<file path="src/rtl/alu_secuenciador.sv">
// alu_secuenciador: sequencing controller in front of the MicroUAZ ALU.
// Takes one instruction (opcode, A, B) over a valid/ready handshake and
// drives the ALU operand and opcode lines. Multi-bit shifts run as repeated
// single-position passes. The result and its zero/negative/error flags are
// returned over a second valid/ready handshake. Every output is a flop.
module alu_secuenciador #(
    parameter int N  = 8,
    parameter int CW = 4
) (
    input  logic          clk,
    input  logic          reset,
    input  logic          inst_valid,
    output logic          inst_ready,
    input  logic [3:0]    inst_op,
    input  logic [N-1:0]  inst_a,
    input  logic [N-1:0]  inst_b,
    output logic [N-1:0]  alu_a,
    output logic [N-1:0]  alu_b,
    output logic [3:0]    alu_op,
    input  logic [N-1:0]  alu_res,
    output logic          res_valid,
    input  logic          res_ready,
    output logic [N-1:0]  res_data,
    output logic          res_zero,
    output logic          res_neg,
    output logic          res_err
);

    // ------------------------------------------------------------------
    // Opcodes and constants
    // ------------------------------------------------------------------
    localparam logic [3:0] OP_ADD = 4'b0000;
    localparam logic [3:0] OP_SUB = 4'b0001;
    localparam logic [3:0] OP_SHL = 4'b0010;
    localparam logic [3:0] OP_SHR = 4'b0011;
    localparam logic [3:0] OP_AND = 4'b0100;
    localparam logic [3:0] OP_OR  = 4'b0101;
    localparam logic [3:0] OP_NOT = 4'b0110;
    localparam logic [3:0] OP_XOR = 4'b0111;
    localparam logic [3:0] OP_NOP = 4'b1111;

    // Shift counts at or above N saturate to N (result is 0 for a logical shift).
    localparam logic [N-1:0]  SAT_DATA = N'(N);
    localparam logic [CW-1:0] SAT_CNT  = CW'(N);
    localparam logic [CW-1:0] CNT_ZERO = {CW{1'b0}};
    localparam logic [CW-1:0] CNT_ONE  = {{(CW-1){1'b0}}, 1'b1};
    localparam logic [N-1:0]  DATA_ZERO = {N{1'b0}};
    localparam logic [N-1:0]  DATA_ONE  = {{(N-1){1'b0}}, 1'b1};

    typedef enum logic [1:0] {
        ST_IDLE = 2'b00,
        ST_EXEC = 2'b01,
        ST_HOLD = 2'b10
    } state_t;

    // ------------------------------------------------------------------
    // Helper functions
    // ------------------------------------------------------------------
    function automatic logic op_is_shift(input logic [3:0] op);
        logic r;
        case (op)
            OP_SHL:  r = 1'b1;
            OP_SHR:  r = 1'b1;
            default: r = 1'b0;
        endcase
        return r;
    endfunction

    function automatic logic op_is_defined(input logic [3:0] op);
        logic r;
        case (op)
            OP_ADD, OP_SUB, OP_SHL, OP_SHR,
            OP_AND, OP_OR,  OP_NOT, OP_XOR,
            OP_NOP:  r = 1'b1;
            default: r = 1'b0;
        endcase
        return r;
    endfunction

    function automatic logic [CW-1:0] sat_count(input logic [N-1:0] b);
        logic [CW-1:0] r;
        if (b >= SAT_DATA) begin
            r = SAT_CNT;
        end else begin
            r = b[CW-1:0];
        end
        return r;
    endfunction

    function automatic logic flag_zero(input logic [N-1:0] d);
        return (d == DATA_ZERO);
    endfunction

    function automatic logic flag_neg(input logic [N-1:0] d);
        return d[N-1];
    endfunction

    // ------------------------------------------------------------------
    // State and datapath registers
    // ------------------------------------------------------------------
    state_t         state_q,      state_d;
    logic [N-1:0]   acc_q,        acc_d;
    logic [N-1:0]   b_q,          b_d;
    logic [3:0]     op_q,         op_d;
    logic [CW-1:0]  count_q,      count_d;
    logic           err_q,        err_d;
    logic [N-1:0]   res_data_q,   res_data_d;
    logic           res_zero_q,   res_zero_d;
    logic           res_neg_q,    res_neg_d;

    // Output flops (next value derived from the next state)
    logic           inst_ready_q, inst_ready_d;
    logic           res_valid_q,  res_valid_d;
    logic [N-1:0]   alu_a_q,      alu_a_d;
    logic [N-1:0]   alu_b_q,      alu_b_d;
    logic [3:0]     alu_op_q,     alu_op_d;

    // Next-state and datapath update logic for the IDLE/EXEC/HOLD sequencer.
    always_comb begin
        state_d    = state_q;
        acc_d      = acc_q;
        b_d        = b_q;
        op_d       = op_q;
        count_d    = count_q;
        err_d      = err_q;
        res_data_d = res_data_q;
        res_zero_d = res_zero_q;
        res_neg_d  = res_neg_q;

        case (state_q)
            ST_IDLE: begin
                if (inst_valid) begin
                    acc_d   = inst_a;
                    b_d     = inst_b;
                    state_d = ST_EXEC;
                    if (op_is_defined(inst_op)) begin
                        op_d  = inst_op;
                        err_d = 1'b0;
                    end else begin
                        // Undefined opcodes execute as nop and flag an error.
                        op_d  = OP_NOP;
                        err_d = 1'b1;
                    end
                    if (op_is_shift(inst_op)) begin
                        count_d = sat_count(inst_b);
                    end else begin
                        count_d = CNT_ZERO;
                    end
                end else begin
                    state_d = ST_IDLE;
                end
            end

            ST_EXEC: begin
                if (op_is_shift(op_q)) begin
                    if (count_q == CNT_ZERO) begin
                        // Zero-position shift returns the operand unchanged.
                        res_data_d = acc_q;
                        res_zero_d = flag_zero(acc_q);
                        res_neg_d  = flag_neg(acc_q);
                        state_d    = ST_HOLD;
                    end else begin
                        acc_d   = alu_res;
                        count_d = count_q - CNT_ONE;
                        if (count_q == CNT_ONE) begin
                            res_data_d = alu_res;
                            res_zero_d = flag_zero(alu_res);
                            res_neg_d  = flag_neg(alu_res);
                            state_d    = ST_HOLD;
                        end else begin
                            state_d = ST_EXEC;
                        end
                    end
                end else begin
                    res_data_d = alu_res;
                    res_zero_d = flag_zero(alu_res);
                    res_neg_d  = flag_neg(alu_res);
                    state_d    = ST_HOLD;
                end
            end

            ST_HOLD: begin
                if (res_ready) begin
                    state_d = ST_IDLE;
                    err_d   = 1'b0;
                end else begin
                    state_d = ST_HOLD;
                end
            end

            default: begin
                state_d = ST_IDLE;
            end
        endcase
    end

    // Output next values: ALU lines and handshake strobes follow the next state
    // so that registered outputs line up with the cycle they belong to.
    always_comb begin
        inst_ready_d = 1'b0;
        res_valid_d  = 1'b0;
        alu_a_d      = DATA_ZERO;
        alu_b_d      = DATA_ZERO;
        alu_op_d     = OP_NOP;

        case (state_d)
            ST_IDLE: begin
                inst_ready_d = 1'b1;
            end
            ST_EXEC: begin
                alu_a_d  = acc_d;
                alu_op_d = op_d;
                if (op_is_shift(op_d)) begin
                    alu_b_d = DATA_ONE;
                end else begin
                    alu_b_d = b_d;
                end
            end
            ST_HOLD: begin
                res_valid_d = 1'b1;
            end
            default: begin
                inst_ready_d = 1'b0;
            end
        endcase
    end

    // State, datapath and output registers with synchronous active-high reset.
    always_ff @(posedge clk) begin
        if (reset) begin
            state_q      <= ST_IDLE;
            acc_q        <= DATA_ZERO;
            b_q          <= DATA_ZERO;
            op_q         <= OP_NOP;
            count_q      <= CNT_ZERO;
            err_q        <= 1'b0;
            res_data_q   <= DATA_ZERO;
            res_zero_q   <= 1'b1;
            res_neg_q    <= 1'b0;
            inst_ready_q <= 1'b1;
            res_valid_q  <= 1'b0;
            alu_a_q      <= DATA_ZERO;
            alu_b_q      <= DATA_ZERO;
            alu_op_q     <= OP_NOP;
        end else begin
            state_q      <= state_d;
            acc_q        <= acc_d;
            b_q          <= b_d;
            op_q         <= op_d;
            count_q      <= count_d;
            err_q        <= err_d;
            res_data_q   <= res_data_d;
            res_zero_q   <= res_zero_d;
            res_neg_q    <= res_neg_d;
            inst_ready_q <= inst_ready_d;
            res_valid_q  <= res_valid_d;
            alu_a_q      <= alu_a_d;
            alu_b_q      <= alu_b_d;
            alu_op_q     <= alu_op_d;
        end
    end

    assign inst_ready = inst_ready_q;
    assign res_valid  = res_valid_q;
    assign alu_a      = alu_a_q;
    assign alu_b      = alu_b_q;
    assign alu_op     = alu_op_q;
    assign res_data   = res_data_q;
    assign res_zero   = res_zero_q;
    assign res_neg    = res_neg_q;
    assign res_err    = err_q;

endmodule
</file>
<file path="config.mk">
export PLATFORM = sky130hd
export DESIGN_NAME = alu_secuenciador
export DESIGN_NICKNAME = d
export VERILOG_FILES = /design/src/rtl/alu_secuenciador.sv
export SDC_FILE = /design/constraint.sdc
export NUM_CORES = 1
export LEC_CHECK = 0
export CORE_UTILIZATION = 47
export CTS_CLUSTER_SIZE = 20
export DETAILED_ROUTE_END_ITERATION = 7
export HOLD_SLACK_MARGIN = 0.03
export PLACE_DENSITY = 0.78
export SYNTH_ARGS = -nofsm -noshare
export SYNTH_HDL_FRONTEND = slang
export SYNTH_SLANG_ARGS = --single-unit
export TNS_END_PERCENT = 20
</file>
<file path="constraint.sdc">
create_clock -name clk -period 2.3 [get_ports clk]
set_input_delay 0.345 -clock clk [delete_from_list [all_inputs] [get_ports clk]]
set_output_delay 0.345 -clock clk [all_outputs]
set_load 0.01 [all_outputs]
</file>
==> flow_summary.toml, run 1 <==
[sta]
fin_hold_ws_ns = 0.499
setup_viol = 0
period_share = 0.875
tightestPinTransition_ns = 0.609
fin_setup_tns_ns = 0
drv_slew = 0
fin_skew_ns = 0.00681
relSlewSlack = 0.593
period_needed_ns = 2.01
timing.fmax_ghz = 0.497
hold_viol_final = 0
rsz0062_at_grt = "false"

[clocking]
cts_setup_buffers = 0
cts_resized = 0
ctsHoldBuffers = 0
htreeDepth = 3
cts_tree = "built"
clock_latency_ns = 0.34
cts_root_buf = "clkbuf_8"
cts_buffer_depth = 2
cts-buffers-inserted = 9
clk_transition_reported_paths_ns = 0.06
cts.sinks = 58

[finish]
multiInputGateArea_mm2 = 0.00111
ff_latch_area_mm2 = 0.00116
antenna_cells = 0
n_fill_cell = 360
area_delta_synth_final_pct = 41.8
drive_above_1_share = 0.129
nets = 348
fin_area_mm2 = 0.00338
final_util = 0.706

[worst_setup_path]
cpPeakStageDelay_ns = 0.42
path_delay_family = "simple AND/OR/NAND/NOR gates"
path_buf_inv = 1
path_cells = "inv_1, ha_1, or3b_1, and3_4, a22o_1, a21o_1, and2_1"
ff2ff_path_depth = 7
worst_ep_arrival_time_ns = 2.24
cp_slowest_cell = "or3b_1"
critPathMaxFanout = 8
crit_path_end_kind = "flop"
path_class = "reg -> reg"
cp.depth = 7
crit_required_ns = 2.53
cp-start-kind = "flop"

[placement]
post_dp_cell_area_mm2 = 0.00311
numPortBuffers = 64
dp_hpwl_um = 4070
place_congestion = 0.849

[detailed_routing]
drt_iter0_markers = 153
vias = 2027
drcViolationCount = 0
wirelength_um = 5620
ant_nets = 0
wl_per_cell_um = 14.6
routed_via_density = 5.25
dr.pass1.iters = 4

[floorplan]
core_mm2 = 0.00479
start_util = 0.498
die_x_um = 73.2
die_h_um = 73.2
die_area_mm2 = 0.00536
io_pins = 65
num_rows = 25

[yosys]
yosysTopAreaCellShare = 0.487
syn_area_mm2 = 0.00238
postSynth.asyncResetShare = 0
synthCells = 241
yosys-top-cells-area = "dfxtp_1, mux2i_1, nor2_1, a211oi_1, nor2b_1"
postSynthAreaPerCell_um2 = 9.89
synth_cell_type_count = 43
syn_nets = 275
synth-edff-count = 0
synth_ff_type = "dfxtp_1"
ys_warn_count = 0
yosys.area.top_type = "dfxtp_1"
ys_seq_elements = 58
synth.yosys.seq_area_share = 0.487

[min_path]
hp-class = "reg -> reg"
hold_depth = 2

[grt]
gr-total-overflow = 0
grt_pass1_wl_um = 9430
antenna_found_initial = 0
grt_max_degree = 17
grt_pass1_vias = 1997
grt_use_total = 0.235

[power]
power_mw = 2.73
power_density_mw_per_mm2 = 809
max-vdd-ir-drop_mv = 0.693
power.leakage_nw = 1.37

[job]
max_cap_viol_count = 0

[status]
status = "finished clean"
==> per-layer routing <==
| layer | GRT usage | vias to the layer above | share of wire |
|---|---|---|---|
| met1 | 0.314 | 958 | 0.47 |
| met4 | 0.135 | 0 | 0.018 |
| met5 | 0 | - | 0 |
| met2 | 0.353 | 56 | 0.46 |
| li1 | - | 1001 | - |
| met3 | 0.0470 | 12 | 0.051 |
==> kinds of logic after synthesis <==
group,count (synthesis),share of synthesized area
and+or+nand+nor,89,0.208
DFF,58,0.487
AOI/OAI and AO/OA,53,0.170
buffers and inverters,21,0.0483
muxes,17,0.0719
adders and majority gates,2,0.0105
xor gates and xnor gates,1,0.00368
==> metrics by stage <==
step	setup slack (ns)	instances
3_3_place_gp	0.164	370
6_report	0.288	386
3_5_place_dp	0.124	370
4_1_cts	0.292	386
5_1_grt	0.116	386
2_1_floorplan	0.396	241
==> cell type report <==
| type | count | area share |
|---|---|---|
| Sequential cell | 58 | 0.344 |
| Multi-Input combinational cell | 162 | 0.328 |
| Timing Repair Buffer | 77 | 0.218 |
| Clock buffer | 11 | 0.0418 |
| Clock inverter | 5 | 0.0370 |
| Tap cell | 67 | 0.0248 |
| Inverter | 6 | 0.00666 |
==> worst min-delay path: cells and delay by family, from the launching register on <==
kind / cells / cell delay, ns
AND/OR/NAND/NOR: 1 / 0.08
multiplexers: 1 / 0.08
flip-flops: 1 / 0.30
==> cell usage after synthesis, types with 5 or more instances <==
cell,n
nor3_1,5
and2_1,6
a21o_1,7
a211oi_1,10
nand2_1,8
mux2i_1,16
nand2b_1,6
nor2b_1,9
buf_2,5
inv_1,6
a22o_1,6
nor2_1,34
dfxtp_1,58
a21oi_1,10
==> worst paths after layout <==
path                            startpoint        to  slack, ns
worst max-delay path            count_q[0]  alu_a[4]       0.29
worst max register to register  count_q[0]  alu_a[4]       0.29
worst min-delay path                b_q[2]  alu_b[2]       0.50
worst min register to register      b_q[2]  alu_b[2]       0.50
==> power by group <==
part	switching (mW)	internal, mW
Combinational	0.179	0.205
Clock	0.394	0.857
Sequential	0.0350	1.06
Total	0.608	2.13
==> placed cells by master (no fill, tap or decap), types with 2 or more instances in the layout <==
cell type         n
a22o_1            6
inv_1             6
dfxtp_1          58
nor3_1            5
nor2b_1           9
nand3_1           2
a211oi_1         10
buf_4            13
nand2_1           8
and2_1            6
mux2i_1          16
nor2_1           34
o21ai_0           4
bufinv_16         4
a221oi_1          2
nand2b_1          6
clkdlybuf4s50_1  64
a211oi_2          2
nor4_1            4
ha_1              2
clkbuf_8         10
a21o_1            7
a21oi_2           3
a21oi_1          10
nor3b_1           2
nand3b_1          2
or3_1             3
a221oi_2          2
or3b_1            3
==> registers in the layout, indices dropped and copies added, names as in the netlist <==
| name | flops |
|---|---|
| res_zero | 1 |
| alu_a | 8 |
| state_q | 2 |
| b_q | 8 |
| res_valid | 1 |
| op_q | 4 |
| alu_op | 4 |
| res_neg | 1 |
| acc_q | 8 |
| inst_ready | 1 |
| alu_b | 8 |
| res_data | 7 |
| count_q | 4 |
| res_err | 1 |
Power figures use the tool's default switching activity.
==> run 2: changes to the inputs <==
--- a/config.mk
+++ b/config.mk
@@ -5,6 +5,7 @@
 export SDC_FILE = /design/constraint.sdc
 export NUM_CORES = 1
 export LEC_CHECK = 0
+export CAP_MARGIN = 20
 export CORE_UTILIZATION = 47
 export CTS_CLUSTER_SIZE = 20
 export DETAILED_ROUTE_END_ITERATION = 7
==> results of run 2 <==
Same layout as run 1: the final DEF is identical, and so are final timing and power.
==> run 3: changes to the inputs <==
--- a/config.mk
+++ b/config.mk
@@ -6,11 +6,11 @@
 export NUM_CORES = 1
 export LEC_CHECK = 0
 export CAP_MARGIN = 20
-export CORE_UTILIZATION = 47
+export CORE_UTILIZATION = 43
 export CTS_CLUSTER_SIZE = 20
 export DETAILED_ROUTE_END_ITERATION = 7
 export HOLD_SLACK_MARGIN = 0.03
-export PLACE_DENSITY = 0.78
+export PLACE_DENSITY = 0.75
 export SYNTH_ARGS = -nofsm -noshare
 export SYNTH_HDL_FRONTEND = slang
 export SYNTH_SLANG_ARGS = --single-unit
==> constraint.sdc (replaced) <==
create_clock -name clk -period 1.7 [get_ports clk]
set_input_delay 0.255 -clock clk [delete_from_list [all_inputs] [get_ports clk]]
set_output_delay 0.255 -clock clk [all_outputs]
set_load 0.01 [all_outputs]
==> run 3 against run 2 <==
The flow now finishes with violations (negative setup slack). Clock-buffer cell count grew 1. Sequential power up 35%. Worst setup slack worse by 0.40 ns. Flip-flop and latch count is the same. Largest cell class is now multi-input gates. Largest power group unchanged. Highest routed layer unchanged.
==> flow_summary.toml, run 3 (synthesized netlist as in run 1, its figures left out) <==
[sta]
timing.fmax_ghz = 0.552
setup_viol = 17
fin_skew_ns = 0.00707
relSlewSlack = 0.702
period_needed_ns = 1.81
fin_hold_ws_ns = 0.493
rsz0062_at_grt = "true"
period_share = 1.06
timing.final.ws_setup_ns = -0.110
tightestPinTransition_ns = 0.446
drv_slew = 0
hold_viol_final = 0

[job]
max_cap_viol_count = 0

[min_path]
hp-class = "reg -> reg"
min-delay-start = "b_q[1]"

[finish]
final_common_cell = "clkdlybuf4s50_1"
antenna_cells = 0
layout_common_cells = "clkdlybuf4s50_1, dfxtp_1, buf_4"
drive_above_1_share = 0.267
nets = 381
area_delta_synth_final_pct = 55.9

[grt]
grt_max_degree = 16
antenna_found_initial = 0
grt_pass1_vias = 2035
grt_use_total = 0.210
gr-total-overflow = 0
grt_pass1_wl_um = 9450

[clocking]
clock_latency_ns = 0.34
cts.sinks = 58
cts-buffers-inserted = 9
cts_root_buf = "clkbuf_8"
clk_transition_reported_paths_ns = 0.06
htreeDepth = 3
cts_buffer_depth = 2
cts_tree = "built"
ctsHoldBuffers = 0

[detailed_routing]
drcViolationCount = 0
drt_iter0_markers = 134
routed_via_density = 5.11
vias = 2158
wl_per_cell_um = 14.3
wirelength_um = 6040
ant_nets = 0
dr.pass1.iters = 5

[power]
power_density_mw_per_mm2 = 973
power.leakage_nw = 1.53
max-vdd-ir-drop_mv = 0.813

[floorplan]
die_area_mm2 = 0.00584
io_pins = 65
core_mm2 = 0.00524
num_rows = 26
start_util = 0.455
die_x_um = 76.5
die_h_um = 76.5

[worst_setup_path]
crit_required_ns = 1.93
ff2ff_path_depth = 7
path_delay_family = "simple AND/OR/NAND/NOR gates"
reg2reg_from = "count_q[1]"
cpPeakStageDelay_ns = 0.41
cp_slowest_cell = "or3b_4"
path_cells = "inv_4, ha_4, or3b_4, and3_4, a22o_1, a21o_1, and2_1"
path_class = "reg -> reg"
critical_path.endpoint = "alu_a[1]"
reg2reg_slack_ns = -0.11
critPathLaunch = "count_q[1]"
cp.depth = 7
timing.rr.end = "alu_a[1]"
critPathMaxFanout = 8
path_buf_inv = 1
worst_ep_arrival_time_ns = 2.04
cp-start-kind = "flop"
crit_path_end_kind = "flop"

[placement]
place_congestion = 0.847
numPortBuffers = 64
dp_hpwl_um = 4200
pre_cts_ws_ns = -0.336

[status]
violations = "negative setup slack"
status = "complete, but fails checks"
## run 3: changes by cell type in the layout (fill, tap and decap cells not counted), moves of 3 or more
cell / previous run / this run
a211oi_1: 10 / 7
a211oi_2: 2 / 5
buf_4: 13 / 41
buf_6: 0 / 5
## run 3: timing repair
action,4_1_cts,5_1_grt
resized for setup,6,16
buffers inserted,3,5
setup endpoints to repair,34,35
pin swaps,4,20
## run 3: metal layers
layer | global-route usage | share of wire
met1 | 0.266 | 0.45
met2 | 0.337 | 0.48
met3 | 0.0563 | 0.052
met4 | 0.0846 | 0.020
met5 | 0 | 0
## run 3: final cells by class
cell class / count / area, um^2
Timing Repair Buffer: 110 / 1000
Inverter: 6 / 25.0
Fill cell: 399 / 1520
Tap cell: 70 / 87.6
Clock inverter: 4 / 72.6
Sequential cell: 58 / 1160
Multi-Input combinational cell: 162 / 1200
Clock buffer: 12 / 165
## run 3: worst register-to-register path, stage by stage (launching register included)
cell     delay (ns)
dfxtp_2        0.33
inv_4          0.07
ha_4           0.15
or3b_4         0.41
and3_4         0.21
a22o_1         0.20
a21o_1         0.17
and2_1         0.16
## run 3: how the worst min path moves through the flow
| stage | to | cells past startpoint |
|---|---|---|
| floorplan | alu_op[3] | 2 |
| global placement | alu_b[2] | 2 |
| detailed placement | alu_b[2] | 2 |
| CTS | alu_b[2] | 2 |
| global route | b_q[2] | 2 |
| finish | b_q[1] | 2 |
## run 3: power by group
part,internal [mW],leakage (nW),switching [mW]
Sequential,1.44,0.476,0.0426
Clock,0.942,0.119,0.543
Combinational,0.362,0.941,0.285
Total,2.74,1.53,0.871
## run 3: stage by stage
stage | util | TNS [ns] | power (mW) | std cells | cell area, um^2
3_5_place_dp | 0.634 | -5.88 | 2.09 | 398 | 3320
2_1_floorplan | - | -0.829 | 1.80 | 241 | 2400
5_1_grt | 0.709 | -2.28 | 3.76 | 422 | 3710
3_3_place_gp | 0.634 | -4.93 | 2.08 | 398 | 3320
4_1_cts | 0.689 | -0.911 | 3.58 | 417 | 3610
6_report | 0.709 | -1.15 | 3.61 | 422 | 3710
